==> src/rtl/alu_pipe_shifter_pkg.sv <==
// rtl/alu_pipe_shifter_pkg.sv - shared shift op codes and elaboration helpers (SHIFTER_ROTATE_EN)
package alu_pipe_shifter_pkg;

  // Shift subset of the shared 4-bit ALU op encoding
  localparam logic [3:0] OP_SLL = 4'h1;
  localparam logic [3:0] OP_SRL = 4'h5;
  localparam logic [3:0] OP_SRA = 4'hd;
  localparam logic [3:0] OP_ROL = 4'h3;
  localparam logic [3:0] OP_ROR = 4'h7;

  // Ceiling log2, used to size the shift-amount field
  function automatic int log2c(input int v);
    int r;
    r = 0;
    for (int i = 0; i < 31; i++) begin
      if ((1 << i) < v) r = i + 1;
    end
    return r;
  endfunction

  // First level index owned by stage s; earlier stages take the ceiling share
  function automatic int stage_lo(input int shw, input int stages, input int s);
    int base;
    int rem;
    base = shw / stages;
    rem  = shw % stages;
    return s * base + ((s < rem) ? s : rem);
  endfunction

  // Stage that owns shift level lvl
  function automatic int level_stage(input int shw, input int stages, input int lvl);
    int st;
    st = 0;
    for (int s = 0; s < stages; s++) begin
      if (lvl >= stage_lo(shw, stages, s)) st = s;
    end
    return st;
  endfunction

  // Ops this build knows how to execute; anything else yields zero
  function automatic logic op_supported(input logic [3:0] op);
`ifdef SHIFTER_ROTATE_EN
    return (op == OP_SLL) || (op == OP_SRL) || (op == OP_SRA) ||
           (op == OP_ROL) || (op == OP_ROR);
`else
    return (op == OP_SLL) || (op == OP_SRL) || (op == OP_SRA);
`endif
  endfunction

endpackage

==> src/rtl/alu_shift_level.sv <==
// rtl/alu_shift_level.sv - one conditional shift-by-2^LEVEL level (SHIFTER_ROTATE_EN)
module alu_shift_level
  import alu_pipe_shifter_pkg::*;
#(
  parameter int WIDTH = 32,
  parameter int LEVEL = 0
) (
  input  logic [WIDTH-1:0] data_i,
  input  logic             en_i,
  input  logic [3:0]       op_i,
  input  logic             sign_i,
  output logic [WIDTH-1:0] data_o
);

  localparam int SH = 1 << LEVEL;

  // Shift by SH when this level's amount bit is set; unknown ops pass through
  always_comb begin
    data_o = data_i;
    if (en_i) begin
      case (op_i)
        OP_SLL:  data_o = {data_i[WIDTH-SH-1:0], {SH{1'b0}}};
        OP_SRL:  data_o = {{SH{1'b0}}, data_i[WIDTH-1:SH]};
        OP_SRA:  data_o = {{SH{sign_i}}, data_i[WIDTH-1:SH]};
`ifdef SHIFTER_ROTATE_EN
        OP_ROL:  data_o = {data_i[WIDTH-SH-1:0], data_i[WIDTH-1:WIDTH-SH]};
        OP_ROR:  data_o = {data_i[SH-1:0], data_i[WIDTH-1:SH]};
`endif
        default: data_o = data_i;
      endcase
    end
  end

endmodule

==> src/rtl/alu_pipe_shifter.sv <==
// rtl/alu_pipe_shifter.sv - pipelined logarithmic shifter with valid/ready and flush (SHIFTER_ROTATE_EN)
module alu_pipe_shifter
  import alu_pipe_shifter_pkg::*;
#(
  parameter int WIDTH  = 32,
  parameter int STAGES = 2,
  parameter int TAG_W  = 5
) (
  input  logic             clk,
  input  logic             rst_n,
  input  logic             flush,
  input  logic             in_valid,
  output logic             in_ready,
  input  logic [3:0]       alu_op,
  input  logic [WIDTH-1:0] a,
  input  logic [WIDTH-1:0] b,
  input  logic [TAG_W-1:0] in_tag,
  output logic             out_valid,
  input  logic             out_ready,
  output logic [WIDTH-1:0] result,
  output logic [TAG_W-1:0] out_tag
);

  localparam int SHW = log2c(WIDTH);

  // Per-stage carried state; index STAGES-1 drives the outputs
  logic [WIDTH-1:0] val_q  [STAGES];
  logic [WIDTH-1:0] val_d  [STAGES];
  logic [SHW-1:0]   amt_q  [STAGES];
  logic [3:0]       op_q   [STAGES];
  logic             sign_q [STAGES];
  logic [TAG_W-1:0] tag_q  [STAGES];
  logic [STAGES-1:0] vld_q;

  logic [WIDTH-1:0] lvl_in  [SHW];
  logic [WIDTH-1:0] lvl_out [SHW];

  logic advance;

  assign out_valid = vld_q[STAGES-1];
  assign result    = val_q[STAGES-1];
  assign out_tag   = tag_q[STAGES-1];
  assign in_ready  = !out_valid || out_ready;
  assign advance   = in_ready;

  // Shift levels, each fed by the previous level or by a stage register
  for (genvar i = 0; i < SHW; i++) begin : g_lvl
    localparam int S  = level_stage(SHW, STAGES, i);
    localparam int LO = stage_lo(SHW, STAGES, S);
    logic       en;
    logic [3:0] lop;
    logic       lsign;

    if (S == 0) begin : g_head
      assign en    = b[i];
      assign lop   = alu_op;
      assign lsign = a[WIDTH-1];
    end else begin : g_body
      assign en    = amt_q[S-1][i];
      assign lop   = op_q[S-1];
      assign lsign = sign_q[S-1];
    end

    if (i == LO) begin : g_first
      if (S == 0) begin : g_src_in
        assign lvl_in[i] = a;
      end else begin : g_src_reg
        assign lvl_in[i] = val_q[S-1];
      end
    end else begin : g_chain
      assign lvl_in[i] = lvl_out[i-1];
    end

    alu_shift_level #(
      .WIDTH(WIDTH),
      .LEVEL(i)
    ) u_level (
      .data_i(lvl_in[i]),
      .en_i  (en),
      .op_i  (lop),
      .sign_i(lsign),
      .data_o(lvl_out[i])
    );
  end

  // Stage register inputs; unsupported ops are zeroed once at accept time
  for (genvar s = 0; s < STAGES; s++) begin : g_stage
    localparam int HI = stage_lo(SHW, STAGES, s + 1) - 1;
    if (s == 0) begin : g_first
      assign val_d[s] = op_supported(alu_op) ? lvl_out[HI] : '0;
    end else begin : g_rest
      assign val_d[s] = lvl_out[HI];
    end
  end

  // Pipeline registers: flush clears valids, otherwise all stages move together
  always_ff @(posedge clk or negedge rst_n) begin
    if (!rst_n) begin
      vld_q <= '0;
      for (int s = 0; s < STAGES; s++) begin
        val_q[s]  <= '0;
        amt_q[s]  <= '0;
        op_q[s]   <= '0;
        sign_q[s] <= 1'b0;
        tag_q[s]  <= '0;
      end
    end else if (flush) begin
      vld_q <= '0;
    end else if (advance) begin
      vld_q[0]  <= in_valid;
      val_q[0]  <= val_d[0];
      amt_q[0]  <= b[SHW-1:0];
      op_q[0]   <= alu_op;
      sign_q[0] <= a[WIDTH-1];
      tag_q[0]  <= in_tag;
      for (int s = 1; s < STAGES; s++) begin
        vld_q[s]  <= vld_q[s-1];
        val_q[s]  <= val_d[s];
        amt_q[s]  <= amt_q[s-1];
        op_q[s]   <= op_q[s-1];
        sign_q[s] <= sign_q[s-1];
        tag_q[s]  <= tag_q[s-1];
      end
    end
  end

  // Upper amount bits are ignored by definition; last-stage control is never consumed
  logic unused_sig;
  assign unused_sig = ^{b[WIDTH-1:SHW], amt_q[STAGES-1], op_q[STAGES-1], sign_q[STAGES-1]};

endmodule

==> config.mk <==
export PLATFORM = sky130hd
export DESIGN_NAME = alu_pipe_shifter
export DESIGN_NICKNAME = d
export VERILOG_FILES = /design/src/rtl/alu_pipe_shifter_pkg.sv /design/src/rtl/alu_shift_level.sv /design/src/rtl/alu_pipe_shifter.sv
export SDC_FILE = /design/constraint.sdc
export NUM_CORES = 1
export LEC_CHECK = 0
export CAP_MARGIN = 0
export CORE_ASPECT_RATIO = 0.8
export CORE_MARGIN = 3
export CORE_UTILIZATION = 33
export DETAILED_ROUTE_END_ITERATION = 10
export PLACE_DENSITY = 0.62
export SLEW_MARGIN = 20
export SYNTH_ARGS = -nofsm -noshare
export SYNTH_HDL_FRONTEND = slang
export SYNTH_SLANG_ARGS = --single-unit
==> constraint.sdc <==
create_clock -name clk -period 2.1 [get_ports clk]
set_input_delay 0.21 -clock clk [delete_from_list [all_inputs] [get_ports clk]]
set_output_delay 0.21 -clock clk [all_outputs]
set_load 0.1 [all_outputs]
# Word-level counts from Yosys, hierarchy flattened
# Index checks and enable logic that the tools add are counted.
# totals
out_inout_bits	39
elab_cells	34
latch_bits	0
in_bits	78
n_memories	0
register_bits	86
ram_bits	0
romBits	0
# classes
muxes	13
mul	0
n_reduce_logical	6
eq_ne	6
add_sub_neg	0
n_shift	0
div_mod_pow	0
bitwise	1
magnitude_cmp	0
# ops
cell	count
$pmux 32 s3	5
$mux 32	6
$eq 4x1->1 const B	2
$eq 4x3->1 const B	2
$eq 4x4->1 const B	2
$mux 2	2
$logic_or 1x1->1	3
$reduce_and 2->1	1
$reduce_bool 2->1	1
$logic_not 1->1	1
$not 1->1	1

# Depth between registers and ports, before layout
# logic_depth
depth_word	8
ltp_mapped	10
depth_no_buf	6

# Modules after synthesis
# A second synthesis with hierarchy kept.
# unflattened
cells_unflattened	772
hier_area_um2	6831.6
# by_module_without_submodules
module	area_per_inst_um2	cells_per_inst	n_inst
alu_pipe_shifter	3398.3	264	1
alu_shift_level at g_lvl[0].u_level	748.2	119	1
alu_shift_level at g_lvl[1].u_level	747.0	112	1
alu_shift_level at g_lvl[2].u_level	730.7	116	1
alu_shift_level at g_lvl[3].u_level	654.4	98	1
alu_shift_level at g_lvl[4].u_level	553.0	63	1

# Worst setup path before layout
# Ideal clock, no wire load.
# synth_path
path_type	flip-flop to flip-flop
from	register vld_q[1]
to	register val_q, in the netlist result[16]
arrival_ns	2.342
synth_period_minus_slack_ns	2.437
path_buffers	4
setup_time_ns	0.095
required_ns	2.005
path_slack_ns	-0.337
stages_incl_launch_ff	9
path_cell_list	dfrtp_1 -> nor2b_1 -> clkbuf_1 -> or2_2 -> clkbuf_1 -> buf_2 -> clkbuf_1 -> nand2_1 -> o31ai_1
# synth_between
elab_chain_cells	3
# synth_lines
item	line	rtl
start, declared	alu_pipe_shifter.sv:33	logic [STAGES-1:0] vld_q;
start signal, assigned by index	alu_pipe_shifter.sv:117	vld_q[s] <= vld_q[s-1];
$logic_not 1->1	alu_pipe_shifter.sv:43	assign in_ready = !out_valid || out_ready;
$logic_or 1x1->1	alu_pipe_shifter.sv:43	
$reduce_and 2->1 (no source line)	n/a	
end signal, assigned by index	alu_pipe_shifter.sv:118	val_q[s] <= val_d[s];
end, declared	alu_pipe_shifter.sv:27	logic [WIDTH-1:0] val_q [STAGES];
# Every way passes these cells.
# A chain may end at the register's enable or synchronous reset.

# Worst setup path after layout
# layout_path
from	input port b[1]
to	register val_q, in the netlist lvl_in[49]
# layout_between
elab_chain_cells	4
# layout_lines
item	line	rtl
start, declared	alu_pipe_shifter.sv:16	input logic [WIDTH-1:0] b,
$mux 32 (*)	alu_shift_level.sv:20	if (en_i) begin
$pmux 32 s3	alu_shift_level.sv:21	case (op_i)
$mux 32 (*)	alu_shift_level.sv:20	
$mux 32 (*)	alu_pipe_shifter.sv:90	assign val_d[s] = op_supported(alu_op) ? lvl_out[HI] : '0;
# Every way passes the cells marked *; elsewhere a longest branch is shown, timed or not.

==> out/summary.txt <==
status: completed
multiplexer share of the synthesized area: 4.14%
Area contributors post-synth: dfrtp_1, nand2_1, a21oi_1, a22o_1, o21ai_0
Placed Cells: 1300
Die Width: 168 um
fin util: 46.2%
post-synth top area cell: dfrtp_1
total vias in the final route: 7861
# nets final: 1126
total power: 5.60 mW
post-synth net total: 935
layout cell share with drive strength beyond 1: 27.1%
Max Freq: 498 MHz
CP top delay family: buffers and inverters
DRT Pass-1 Iters: 6
grt ovf: 0
pre-CTS setup slack: -0.507 ns
simple-gate area share of the yosys netlist: 17.8%
CTS max path bufs: 2
Syn Area/Cell: 8.04 um2
count of different cell masters after synthesis: 78
Max FO, Critical Path: 18
antenna violations before repair: 0
Final Instance Area: 9310 um2
Synth Area in Compound Gates: 40.0%
Synth Area in XOR/XNOR: 0%
Gate Count Post-Synth: 857
CP max stage delay: 0.45 ns
dominant synthesized flop cell: dfrtp_1
Critical Path Start Type: primary input
global-route wire length before repair: 42.5 mm
Area growth, synth to finish: 35.0%
vias in the first global route: 7449
relative slew slack: 57.5%
Fin Hold WS: 0.380 ns
crit path DAT: 2.22 ns
Iter 0 DRT Violations: 933
main combinational cell family by area after synthesis: compound AO/OA/AOI/OAI gates
crit path buf inv count: 3
VDD IR max: 0.423 mV
final worst-path cycle share: 95.6%
largest net degree at the start of global routing: 48
adder-cell area share of the yosys netlist: 0%
Non-Filler Instances: 1317
Placed Area: 9000 um2
Worst Skew: 0.0126 ns
total track usage: 23.4%
Antenna diodes: 0
clk root buf: clkbuf_16
post-route setup TNS: 0 ns
DIE AREA: 22700 um2
Tmin final: 2.01 ns
RSZ-0062 raised after global routing: false
Routed WL: 27.0 mm
setup slack after layout: 0.0930 ns
Max Cap Viol: 0
worst min path class: primary input to register
Routed WL per cell: 20.5 um
Worst Hold Depth: 4
CTS tree: done
Post-synth EDFFs: 0
register bit total from synthesis: 83
H-tree Lvls: 3
std cell rows: 46
fill count: 2004
Port Buffers: 89
max-slew violations: 0
DRC Markers: 0
setup violators final: 0
Ys Warns: 0
FFs w/ async S/R, synth: 100%
FF-to-FF path depth: 5
IO Count: 117
critical path class: primary input to register
DPL Wire Length: 20.8 mm
crit path cell chain: clkdlybuf4s50_1 -> buf_4 -> nand3b_1 -> nor2_2 -> buf_12 -> a211oi_1 -> a211o_1 -> a221oi_1 -> a21oi_1
Core ar.: 20100 um2
CTS clk-pin slew, worst paths: 0.07 ns
TritonCTS Sinks: 83
Worst Tran Pin Value: 0.638 ns
remaining antenna violation count: 0
RePlAce Congestion: 0.982
Critical Path RT: 2.32 ns
Critical Path End Type: register
post-synthesis sequential area ratio: 30.1%
Post-Syn Area: 6890 um2
total CTS buffers: 9
Final Hold Viols: 0
Max stage delay cell, worst path: clkdlybuf4s50_1
WP depth: 9
Setup Buffers After CTS: 0
Initial Utilization: 34.2%
leakage: 4.02 nW
power density over the cells: 602 nW/um2
DIE HEIGHT: 135 um
clk_lat worst skew: 0.35 ns
vias per cell: 5.97
Synth top area share: 30.1%
==> worst register-to-register path, cell delays in order, from the launching register on <==
cell and delay [ns]:
dfrtp_4 0.47, nor2b_1 0.13, buf_4 0.15, or2_4 0.39
a2111oi_0 0.57, a211oi_1 0.10
==> layer usage <==
layer	vias up	routed length (um)	GRT usage [%]
li1	3642	-	-
met4	0	316	4.09
met2	429	11500	35.4
met5	-	0	0
met3	28	2970	5.40
met1	3762	12200	34.7
==> sequential cells by signal, summed over array words and instances, names as in the netlist <==
register / count
vld_q: 2
g_lvl.lop: 4
out_tag: 5
g_lvl.lsign: 1
tag_q: 5
lvl_in: 32
result: 32
amt_q: 2
==> final cells by class <==
cell class	count	area, um2	area share [%]
clock buffers	9	225	2.42
clock inverters	7	57.6	0.618
inverters	7	26.3	0.282
multi-input cells	676	4280	46.0
flip-flops and latches	83	2080	22.4
well taps	264	330	3.55
repair buffers	271	2300	24.7
==> cells in the final DEF, fill, tap and decap left out, types with 12 or more instances in the layout <==
| cell type | n |
|---|---|
| o21ai_0 | 55 |
| a21oi_1 | 81 |
| a221oi_1 | 12 |
| nand2_1 | 132 |
| a31oi_1 | 17 |
| nand3_1 | 20 |
| buf_4 | 209 |
| o211ai_1 | 12 |
| a21o_1 | 14 |
| nor2_1 | 56 |
| o21a_1 | 12 |
| o21ai_1 | 17 |
| a22o_1 | 34 |
| mux2i_1 | 15 |
| clkdlybuf4s50_1 | 44 |
| dfrtp_1 | 82 |
| a211oi_1 | 17 |
| a22oi_1 | 33 |
| buf_12 | 12 |
==> cells in the mapped netlist (3+ instances only) <==
cell type	instances
buf_4	14
o22ai_1	3
nand2_1	133
a22o_1	34
nand2b_1	4
o21a_1	12
clkbuf_1	27
a2bb2oi_1	9
and3b_1	3
nand3_1	20
a21oi_1	81
or3b_2	3
a22oi_1	34
a311oi_1	3
nand4_1	4
a211oi_2	3
a21o_1	14
mux2i_1	15
dfrtp_1	83
o21ai_1	15
nor3_1	6
buf_2	33
o211ai_1	12
mux2_2	8
o31ai_1	9
a211oi_1	17
a32o_1	5
nor2b_1	6
a221oi_1	12
buf_6	12
a31oi_1	17
a221o_1	7
buf_1	5
inv_1	6
a211o_1	8
o221ai_1	9
o21ai_0	58
a32oi_1	5
nor2_1	58
==> logic make-up after synthesis <==
logic type             count (synthesis)
buffers and inverters                 98
multiplexers                          25
AO/OA/AOI/OAI                        391
flip-flops                            83
AND/OR/NAND/NOR                      260
==> report_power, final <==
group	switching [mW]	total, mW	internal, mW
Combinational	1.46	2.20	0.746
Sequential	0.135	1.88	1.74
Clock	0.703	1.52	0.820
==> final timing paths <==
path	from	to	slack [ns]
worst max-delay path	b[1]	lvl_in[49]	0.09
worst min-delay path	alu_op[1]	g_lvl[3].lop[1]	0.38
worst max register to register	vld_q[1]	lvl_in[41]	0.15
worst min register to register	tag_q[7]	out_tag[2]	0.47
max in group asynchronous	rst_n	lvl_in[32]	1.02
min in group asynchronous	rst_n	vld_q[1]	0.41
==> what timing repair did <==
| action | CTS | global route |
|---|---|---|
| gates resized for setup | 5 | 7 |
| endpoints found under the hold margin | 44 | 0 |
| gates cloned | 0 | 0 |
| setup endpoints to repair | 19 | 29 |
| hold buffers | 1 | 0 |
| pin swaps | 1 | 0 |
Power figures use the tool's default switching activity.
